[src/rtl/cache_control.sv]
// cache_control: sequencing FSM for the 2-way, 8-set write-back cache.
// Decodes CPU requests against datapath hit/dirty/LRU status, drives all
// array loads and mux selects, and runs pmem writeback/allocate handshakes.
// Optional macro CACHE_PERF_CNT_EN adds saturating hit/miss/writeback counters.
module cache_control #(
  parameter int unsigned CNT_WIDTH = 16
) (
  input  logic       clk,
  input  logic       rst,
`ifdef CACHE_PERF_CNT_EN
  output logic [CNT_WIDTH-1:0] hit_count,
  output logic [CNT_WIDTH-1:0] miss_count,
  output logic [CNT_WIDTH-1:0] writeback_count,
`endif
  input  logic       mem_read,
  input  logic       mem_write,
  output logic       mem_resp,
  input  logic       pmem_resp,
  output logic       pmem_read,
  output logic       pmem_write,
  input  logic       ishit_w1,
  input  logic       ishit_w2,
  input  logic       isdirty_w1,
  input  logic       isdirty_w2,
  input  logic       lru_out,
  output logic       load_dirty_w1,
  output logic       load_valid_w1,
  output logic       load_tag_w1,
  output logic       load_datastore_w1,
  output logic       load_dirty_w2,
  output logic       load_valid_w2,
  output logic       load_tag_w2,
  output logic       load_datastore_w2,
  output logic       dirty_array_w1_in,
  output logic       dirty_array_w2_in,
  output logic       datastore_in_mux_sel,
  output logic [1:0] pmem_address_mux_sel,
  output logic       load_lru,
  output logic       lru_in
);

  typedef enum logic [1:0] {
    IDLE      = 2'd0,
    WRITEBACK = 2'd1,
    ALLOCATE  = 2'd2
  } state_e;

  state_e state_q, state_d;
  logic   req;
  logic   hit;

  assign req = mem_read | mem_write;
  assign hit = ishit_w1 | ishit_w2;

  // State register
  always_ff @(posedge clk) begin
    if (rst) state_q <= IDLE;
    else     state_q <= state_d;
  end

  // Next-state and datapath control; the victim way is always lru_out
  always_comb begin
    state_d              = state_q;
    mem_resp             = 1'b0;
    pmem_read            = 1'b0;
    pmem_write           = 1'b0;
    load_dirty_w1        = 1'b0;
    load_valid_w1        = 1'b0;
    load_tag_w1          = 1'b0;
    load_datastore_w1    = 1'b0;
    load_dirty_w2        = 1'b0;
    load_valid_w2        = 1'b0;
    load_tag_w2          = 1'b0;
    load_datastore_w2    = 1'b0;
    dirty_array_w1_in    = 1'b0;
    dirty_array_w2_in    = 1'b0;
    datastore_in_mux_sel = 1'b0;
    pmem_address_mux_sel = 2'b10;
    load_lru             = 1'b0;
    lru_in               = 1'b0;
    unique case (state_q)
      IDLE: begin
        if (req) begin
          if (hit) begin
            mem_resp = 1'b1;
            load_lru = 1'b1;
            lru_in   = ishit_w1;
            if (mem_write) begin
              datastore_in_mux_sel = 1'b1;
              if (ishit_w1) begin
                load_datastore_w1 = 1'b1;
                load_dirty_w1     = 1'b1;
                dirty_array_w1_in = 1'b1;
              end else begin
                load_datastore_w2 = 1'b1;
                load_dirty_w2     = 1'b1;
                dirty_array_w2_in = 1'b1;
              end
            end
          end else if (lru_out ? isdirty_w2 : isdirty_w1) begin
            state_d = WRITEBACK;
          end else begin
            state_d = ALLOCATE;
          end
        end
      end
      WRITEBACK: begin
        pmem_write           = 1'b1;
        pmem_address_mux_sel = {1'b0, lru_out};
        if (pmem_resp) state_d = ALLOCATE;
      end
      ALLOCATE: begin
        pmem_read = 1'b1;
        if (pmem_resp) begin
          if (lru_out) begin
            load_datastore_w2 = 1'b1;
            load_tag_w2       = 1'b1;
            load_valid_w2     = 1'b1;
            load_dirty_w2     = 1'b1;
          end else begin
            load_datastore_w1 = 1'b1;
            load_tag_w1       = 1'b1;
            load_valid_w1     = 1'b1;
            load_dirty_w1     = 1'b1;
          end
          state_d = IDLE;
        end
      end
      default: state_d = IDLE;
    endcase
  end

`ifdef CACHE_PERF_CNT_EN
  logic [CNT_WIDTH-1:0] hit_q, hit_d, miss_q, miss_d, wb_q, wb_d;
  logic                 miss_pending_q, miss_pending_d;

  // Counter registers
  always_ff @(posedge clk) begin
    if (rst) begin
      hit_q          <= '0;
      miss_q         <= '0;
      wb_q           <= '0;
      miss_pending_q <= 1'b0;
    end else begin
      hit_q          <= hit_d;
      miss_q         <= miss_d;
      wb_q           <= wb_d;
      miss_pending_q <= miss_pending_d;
    end
  end

  // Saturating event counting; the retried hit after a fill is not a new hit
  always_comb begin
    hit_d          = hit_q;
    miss_d         = miss_q;
    wb_d           = wb_q;
    miss_pending_d = miss_pending_q;
    if (state_q == IDLE && state_d != IDLE) begin
      if (miss_q != '1) miss_d = miss_q + 1'b1;
      miss_pending_d = 1'b1;
    end
    if (mem_resp) begin
      if (!miss_pending_q && hit_q != '1) hit_d = hit_q + 1'b1;
      miss_pending_d = 1'b0;
    end
    if (state_q == ALLOCATE && pmem_resp && !req) miss_pending_d = 1'b0;
    if (state_q == WRITEBACK && pmem_resp && wb_q != '1) wb_d = wb_q + 1'b1;
  end

  assign hit_count       = hit_q;
  assign miss_count      = miss_q;
  assign writeback_count = wb_q;
`else
  logic unused_cnt_width;
  assign unused_cnt_width = (CNT_WIDTH == 0);
`endif

endmodule

[config.mk]
export PLATFORM = sky130hd
export DESIGN_NAME = cache_control
export DESIGN_NICKNAME = d
export VERILOG_FILES = /design/src/rtl/cache_control.sv
export SDC_FILE = /design/constraint.sdc
export NUM_CORES = 1
export LEC_CHECK = 0
export CAP_MARGIN = 20
export CORE_AREA = 3 3 40 42
export DETAILED_ROUTE_END_ITERATION = 7
export DIE_AREA = 0 0 43 45
export PLACE_DENSITY = 0.7
export REMOVE_ABC_BUFFERS = 1
export SLEW_MARGIN = 25
export SYNTH_ARGS = -nofsm -noshare
export SYNTH_HDL_FRONTEND = slang
export SYNTH_SLANG_ARGS = --single-unit
[constraint.sdc]
create_clock -name clk -period 1.3 [get_ports clk]
set_input_delay 0.325 -clock clk [delete_from_list [all_inputs] [get_ports clk]]
set_output_delay 0.325 -clock clk [all_outputs]
set_load 0.005 [all_outputs]
==> summary.md, run 1 <==
| Metric | Value |
|---|---|
| Initial antenna violation count | `0` |
| Residual DRC | `0` |
| Synthesized instance count | `37` |
| Type of element launching the critical path | `flip-flop` |
| Maximum resistive drop on vdd | `324 uV` |
| Worst Tran Pin Value | `0.178 ns` |
| Violations in the final reports | `negative setup slack` |
| Inserted Diodes | `0` |
| Setup skew after layout | `0.00706 ns` |
| Mean routed wirelength per cell | `12.7 um` |
| Final critical path time including I/O delays and setup | `1.64 ns` |
| Final setup vio count | `17` |
| Routed Wire Length | `1300 um` |
| Class of the tightest hold or removal check | `in -> reg` |
| Worst hold slack | `0.678 ns` |
| Number of iterations in the first detailed-routing pass | `4` |
| Half-perimeter wire length after placement | `765 um` |
| Post-synthesis cell type with the largest combined area | `dfxtp_1` |
| Reg with most FFs | `state_q` |
| Die Area | `1940 um^2` |
| Result of the run | `finished, violations left` |
| Largest registers | `state_q (2)` |
| Total core area | `1280 um^2` |
| Post-synthesis sequential area ratio | `15.5%` |
| Async S/R FF share, synth | `0%` |
| TNS Setup | `-4.22 ns` |
| YS warnings | `0` |
| Dominant cell by count in the synthesized netlist | `nor2_1` |
| Overall track demand over capacity in global routing | `13.4%` |
| Die X | `43 um` |
| Number of clock buffers inserted by TritonCTS | `3` |
| Root buffer selected by CTS | `clkbuf_4` |
| Flops & latches, synth | `2` |
| Arr. time, crit path | `1.32 ns` |
| Vias in the first global route | `423` |
| DRC marker count from the first detailed-route iteration | `5` |
| Design Area, Final | `777 um^2` |
| Number of port buffers | `27` |
| Setup ws final | `-0.343 ns` |
| DP Area | `593 um^2` |
| Leakage Power | `0.409 nW` |
| Global-route wire length before repair | `1890 um` |
| Hold-fix buffers, CTS | `0` |
| Number of enable flip-flop cells after synthesis | `0` |
| Classification of the worst setup path | `reg -> out` |
| Top cells by area in the synthesized netlist | `dfxtp_1 (15%), buf_4 (14%), nor2_1 (12%)` |
| Fraction of post-synthesis cell area in the top cell type by area | `15.5%` |
| Count of cell types in the netlist | `19` |
| Sink Count | `2` |
| Most common flop cell mapped by yosys | `dfxtp_1` |
| Mean cell area of the mapped netlist | `7.00 um^2` |
| Unrepaired setup endpoints after global routing | `yes` |
| Slew Viols, Final | `0` |
| Max Cap Violations | `0` |
| Worst setup EP type | `output pin` |
| Maximum net fanout on the critical path | `4` |
| Floorplan row count | `13` |
| Total via count in the routed design | `446` |
| Place WS | `-0.836 ns` |
| Flip-flop count of the largest register, all copies and words added | `2` |
| Die height | `45 um` |
| Most numerous cell types in the synthesized netlist | `nor2_1 (8), buf_4 (5), nand2_1 (4)` |
| Overflow left after global routing | `0` |
| Largest net degree at the start of global routing | `5` |
| Clock tree from TritonCTS | `built` |
| Final weighted congestion in routability-driven placement | `0.600` |
| Initial core utilization | `20.2%` |
| Fraction of the cycle the final worst path needs | `126%` |
| Maximum achievable frequency | `609 MHz` |
| Io pins | `28` |
| Number of cells after detailed placement | `85` |
| Register clock-pin slew on the reported worst setup and hold paths | `0.03 ns` |
| Fin. Hold Viols | `0` |
| Post-Synthesis Cell Area | `259 um^2` |
| Required time of the critical path | `0.98 ns` |
| P per Cell Area | `734 nW/um^2` |
| Number of buffers on the longest clock path | `2` |
| Number of nets with antenna violations after detailed routing | `0` |
| Share of post-route cells with drive strength above 1 | `66.7%` |
| Final Instance Count excl. Fillers | `102` |
| Detail-routed via count per cell | `4.37` |
| Remaining max-slew budget at the tightest pin | `87.8%` |
| Source-to-sink clock delay at the later pin of the worst-skew pair | `0.23 ns` |
| H-tree level count | `1` |
| Post-synthesis to final-layout area growth | `200%` |
| Final-stage net count | `99` |
[placed cells by master (no fill, tap or decap)]
cell and count:
nand2_1 3, o31ai_4 1, and3_4 2, nor2b_4 1, nor2b_1 1, nand2_2 1, dfxtp_4 2, clkdlybuf4s15_1 1
dlygate4sd2_1 8, inv_1 1, buf_2 9, buf_4 15, a21oi_2 1, clkbuf_4 3, nand2b_1 1, and2_1 1
nor3b_2 1, o21ai_1 1, nor2_4 2, mux2i_1 2, and3b_1 1, nor2_2 2, clkdlybuf4s50_1 3, nor4_4 1
buf_6 15, nor3_2 1, or2_1 2, nor2_1 4, clkbuf_2 1
[cell type report]
type	count	area [um^2]
sequential	2	47.5
timing repair buffer	52	442
multi-input combinational	29	243
clock buffer	3	22.5
inverter	1	3.75
tap	15	18.8
fill	98	508
[routing by layer]
| layer | vias to the layer above | wire length (um) | track usage (%) |
|---|---|---|---|
| met5 | - | 0 | 0 |
| met4 | 0 | 0 | 9.04 |
| met3 | 0 | 120 | 3.19 |
| met2 | 21 | 707 | 24.6 |
| met1 | 205 | 468 | 13.4 |
| li1 | 220 | - | - |
[report_power, final]
group / switching [W] / internal, W
clock network: 0.0000361 / 0.000102
registers: 0.0000102 / 0.0000684
logic: 0.000131 / 0.000222
[per-stage QoR]
step	power [W]	utilization [%]
after global placement	0.000317	46.2
after CTS	0.000503	52.7
after floorplan	0.000147	-
final	0.000570	60.5
after global routing	0.000607	60.5
after detailed placement	0.000321	46.2
[critical path, stage by stage (launching register included)]
cell and delay, ns:
dfxtp_4 0.35, nor2b_4 0.13, buf_6 0.11, and3_4 0.17, or2_1 0.21, buf_2 0.13
[logic make-up (layout without fill, tap and decap cells)]
kind of cell	Yosys count	after routing	synth area share (%)
muxes	2	2	7.73
DFF	2	2	15.5
buffers and inverters	6	56	15.9
AOI/OAI and AO/OA	3	3	6.76
and+or+nand+nor	24	24	54.1
[final timing paths]
| kind | startpoint | to | slack [ns] | cells past startpoint |
|---|---|---|---|---|
| worst max-delay path | state_q[1]$_SDFFE_PP0P_ | load_datastore_w2 | -0.34 | 5 |
| worst max register to register | state_q[0]$_SDFFE_PP0P_ | state_q[0]$_SDFFE_PP0P_ | 0.05 | 8 |
| worst min register to register | state_q[0]$_SDFFE_PP0P_ | state_q[1]$_SDFFE_PP0P_ | 0.72 | 3 |
| worst min-delay path | ishit_w2 | state_q[1]$_SDFFE_PP0P_ | 0.68 | 4 |
[repair_timing]
action / 4_1_cts / 5_1_grt
pin swaps: 7 / 8
setup endpoints to repair: 20 / 20
gates resized for setup: 86 / 17
setup buffers: 7 / 9
No activity file was read; power rests on OpenSTA's default activity.
==> run 2: changes to the inputs <==
CAP_MARGIN = 25   (was 20)
==> results of run 2 <==
Same layout as run 1: the final DEF is identical, and so are final timing and power.
==> run 3: changes to the inputs <==
GPL_TIMING_DRIVEN = 0   (was unset)
MAX_ROUTING_LAYER = met4   (was unset)
REMOVE_ABC_BUFFERS = unset   (was 1)
==> run 3 against run 2 <==
Net effect:
- the run still ends with negative setup slack left
- largest power group unchanged
- clock skew shrank 0.0065 ns
- via count shrank 12%
- largest cell class unchanged
- setup slack lost 0.048 ns
==> summary.md, run 3 (same netlist as run 1, synthesis figures left out) <==
| Metric | Value |
|---|---|
| Result of the run | `finished, violations left` |
| Violations in the final reports | `negative setup slack` |
| Setup ws final | `-0.391 ns (-0.0478 ns)` |
| Post-synthesis to final-layout area growth | `179%` |
| Number of iterations in the first detailed-routing pass | `1 (-3)` |
| Total via count in the routed design | `393 (-12%)` |
| Inserted Diodes | `0 (unchanged)` |
| Worst setup EP type | `output pin` |
| Class of the tightest hold or removal check | `reg -> reg` |
| Unrepaired setup endpoints after global routing | `yes` |
| Maximum achievable frequency | `591 MHz (-2.8%)` |
| Global-route wire length before repair | `1720 um (-9.1%)` |
| Leakage Power | `0.359 nW (-12%)` |
| Number of buffer and inverter stages on the critical path | `3 (+1)` |
| Worst hold slack | `0.561 ns (-0.118 ns)` |
| Routed Wire Length | `1050 um (-19%)` |
| Number of clock buffers inserted by TritonCTS | `3 (unchanged)` |
| Kind of cell adding the most delay to the critical path | `simple AND/OR/NAND/NOR gates` |
| Classification of the worst setup path | `reg -> out` |
| Maximum resistive drop on vdd | `387 uV (+19%)` |
| Floorplan row count | `13 (unchanged)` |
| Clock tree from TritonCTS | `built` |
| Mean routed wirelength per cell | `11.2 um (-12%)` |
| Max stage delay on crit path | `0.37 ns (+0.02 ns)` |
| Required time of the critical path | `0.98 ns (about the same)` |
| Half-perimeter wire length after placement | `660 um (-14%)` |
| Remaining max-slew budget at the tightest pin | `76.0% (-12 points)` |
| Final setup vio count | `15 (-2)` |
| Setup skew after layout | `0.000604 ns (-0.00645 ns)` |
| Commonest cells after routing, fill and taps aside | `buf_6 (16), buf_4 (9), buf_2 (8)` |
| Hold-fix buffers, CTS | `0 (unchanged)` |
| Source-to-sink clock delay at the later pin of the worst-skew pair | `0.22 ns (about the same)` |
| Maximum net fanout on the critical path | `4 (unchanged)` |
| Detail-routed via count per cell | `4.18 (-4.4%)` |
| Fin. Hold Viols | `0 (unchanged)` |
| Type of element launching the critical path | `flip-flop` |
| Flip-flop count of the largest register, all copies and words added | `2 (unchanged)` |
| Total core area | `1280 um^2 (unchanged)` |
| Register clock-pin slew on the reported worst setup and hold paths | `0.03 ns (about the same)` |
| Die Area | `1940 um^2 (unchanged)` |
| Arr. time, crit path | `1.37 ns (+0.05 ns)` |
| H-tree level count | `1 (unchanged)` |
| Max Cap Violations | `0 (unchanged)` |
| Overall track demand over capacity in global routing | `12.6% (-0.80 points)` |
| Standard cell with the maximum stage delay on the critical path | `dfxtp_4` |
| Largest registers | `state_q (2)` |
| Number of port buffers | `27 (unchanged)` |
| Die X | `43 um (unchanged)` |
| Fraction of the cycle the final worst path needs | `130% (+3.7 points)` |
| Share of post-route cells with drive strength above 1 | `69.6% (+3.0 points)` |
| Initial antenna violation count | `0 (unchanged)` |
| Number of buffers on the longest clock path | `2 (unchanged)` |
| Net Count, Synth | `47` |
| Vias in the first global route | `398 (-5.9%)` |
| DRC marker count from the first detailed-route iteration | `0 (-5)` |
| TNS Setup | `-3.47 ns (+0.746 ns)` |
| Most frequent standard cell in the layout excluding fill and tap cells | `buf_6` |
| Sink Count | `2 (unchanged)` |
| P per Cell Area | `705 nW/um^2 (-3.9%)` |
| Overflow left after global routing | `0 (unchanged)` |
| Residual DRC | `0 (unchanged)` |
| Initial core utilization | `20.2% (unchanged)` |
| Io pins | `28 (unchanged)` |
| Slew Viols, Final | `0 (unchanged)` |
| Die height | `45 um (unchanged)` |
| Final critical path time including I/O delays and setup | `1.69 ns (+0.0478 ns)` |
| Most Frequent Cell on Critical Path | `buf_6` |
| Number of nets with antenna violations after detailed routing | `0 (unchanged)` |
| Worst Tran Pin Value | `0.356 ns (+0.179 ns)` |
| Final weighted congestion in routability-driven placement | `0.594 (-0.98%)` |
| Critical Path, Cell by Cell | `nor2_4 > buf_6 > and3_4 > or2_4 > buf_6 > buf_6` |
| Root buffer selected by CTS | `clkbuf_4` |
| Final-stage net count | `91 (-8.1%)` |
| Reg with most FFs | `state_q` |
| Largest net degree at the start of global routing | `6 (+1)` |
[run 3: repair_timing]
item                       in CTS  in global routing
setup endpoints to repair      20                 18
gates resized for setup        97                  7
buffers inserted               12                  0
pin swaps                       8                  6
[run 3: tightest hold or removal path, stage by stage, from the launching register on]
cell and delay, ns:
dfxtp_4 0.36, buf_4 0.12, nor3_1 0.04
[run 3: layout make-up]
cell class,instances,area (um^2)
clock buffers,3,22.5
plain buffers,5,48.8
inverters,1,3.75
multi-input cells,29,235
repair buffers,39,347
flip-flops and latches,2,47.5
fillers,107,562
well taps,15,18.8
[run 3: routing by layer]
layer / wire length (um) / vias up / GRT usage, %
met5: 0 / - / -
met4: 0 / 0 / 7.23
met3: 83 / 0 / 4.38
met1: 351 / 168 / 12.2
li1: - / 207 / -
met2: 618 / 18 / 21.9
[run 3: through the flow]
| stage | setup WS, ns | instance area [um^2] | utilization (%) | instances | power [W] |
|---|---|---|---|---|---|
| detailed placement | -0.950 | 573 | 44.6 | 79 | 0.000310 |
| finish | -0.391 | 723 | 56.3 | 94 | 0.000510 |
| global route | -0.443 | 723 | 56.3 | 94 | 0.000562 |
| CTS | -0.396 | 697 | 54.2 | 94 | 0.000504 |
| floorplan | -0.0249 | 284 | - | 37 | 0.000176 |
| global placement | -0.957 | 573 | 44.6 | 79 | 0.000308 |
[run 3: where the power goes]
group / internal, W / total, W / switching [W]
logic: 0.000189 / 0.000295 / 0.000107
clock network: 0.000102 / 0.000135 / 0.0000335
registers: 0.0000684 / 0.0000792 / 0.0000108
[run 3: path summary, 6_finish.rpt]
path | to | start | slack (ns) | cells past startpoint
worst max-delay path | load_dirty_w1 | state_q[0]$_SDFFE_PP0P_ | -0.39 | 6
worst min-delay path | state_q[0]$_SDFFE_PP0P_ | state_q[1]$_SDFFE_PP0P_ | 0.56 | 2
worst max register to register | state_q[1]$_SDFFE_PP0P_ | state_q[0]$_SDFFE_PP0P_ | 0.20 | 6
worst min register to register | state_q[0]$_SDFFE_PP0P_ | state_q[1]$_SDFFE_PP0P_ | 0.56 | 2
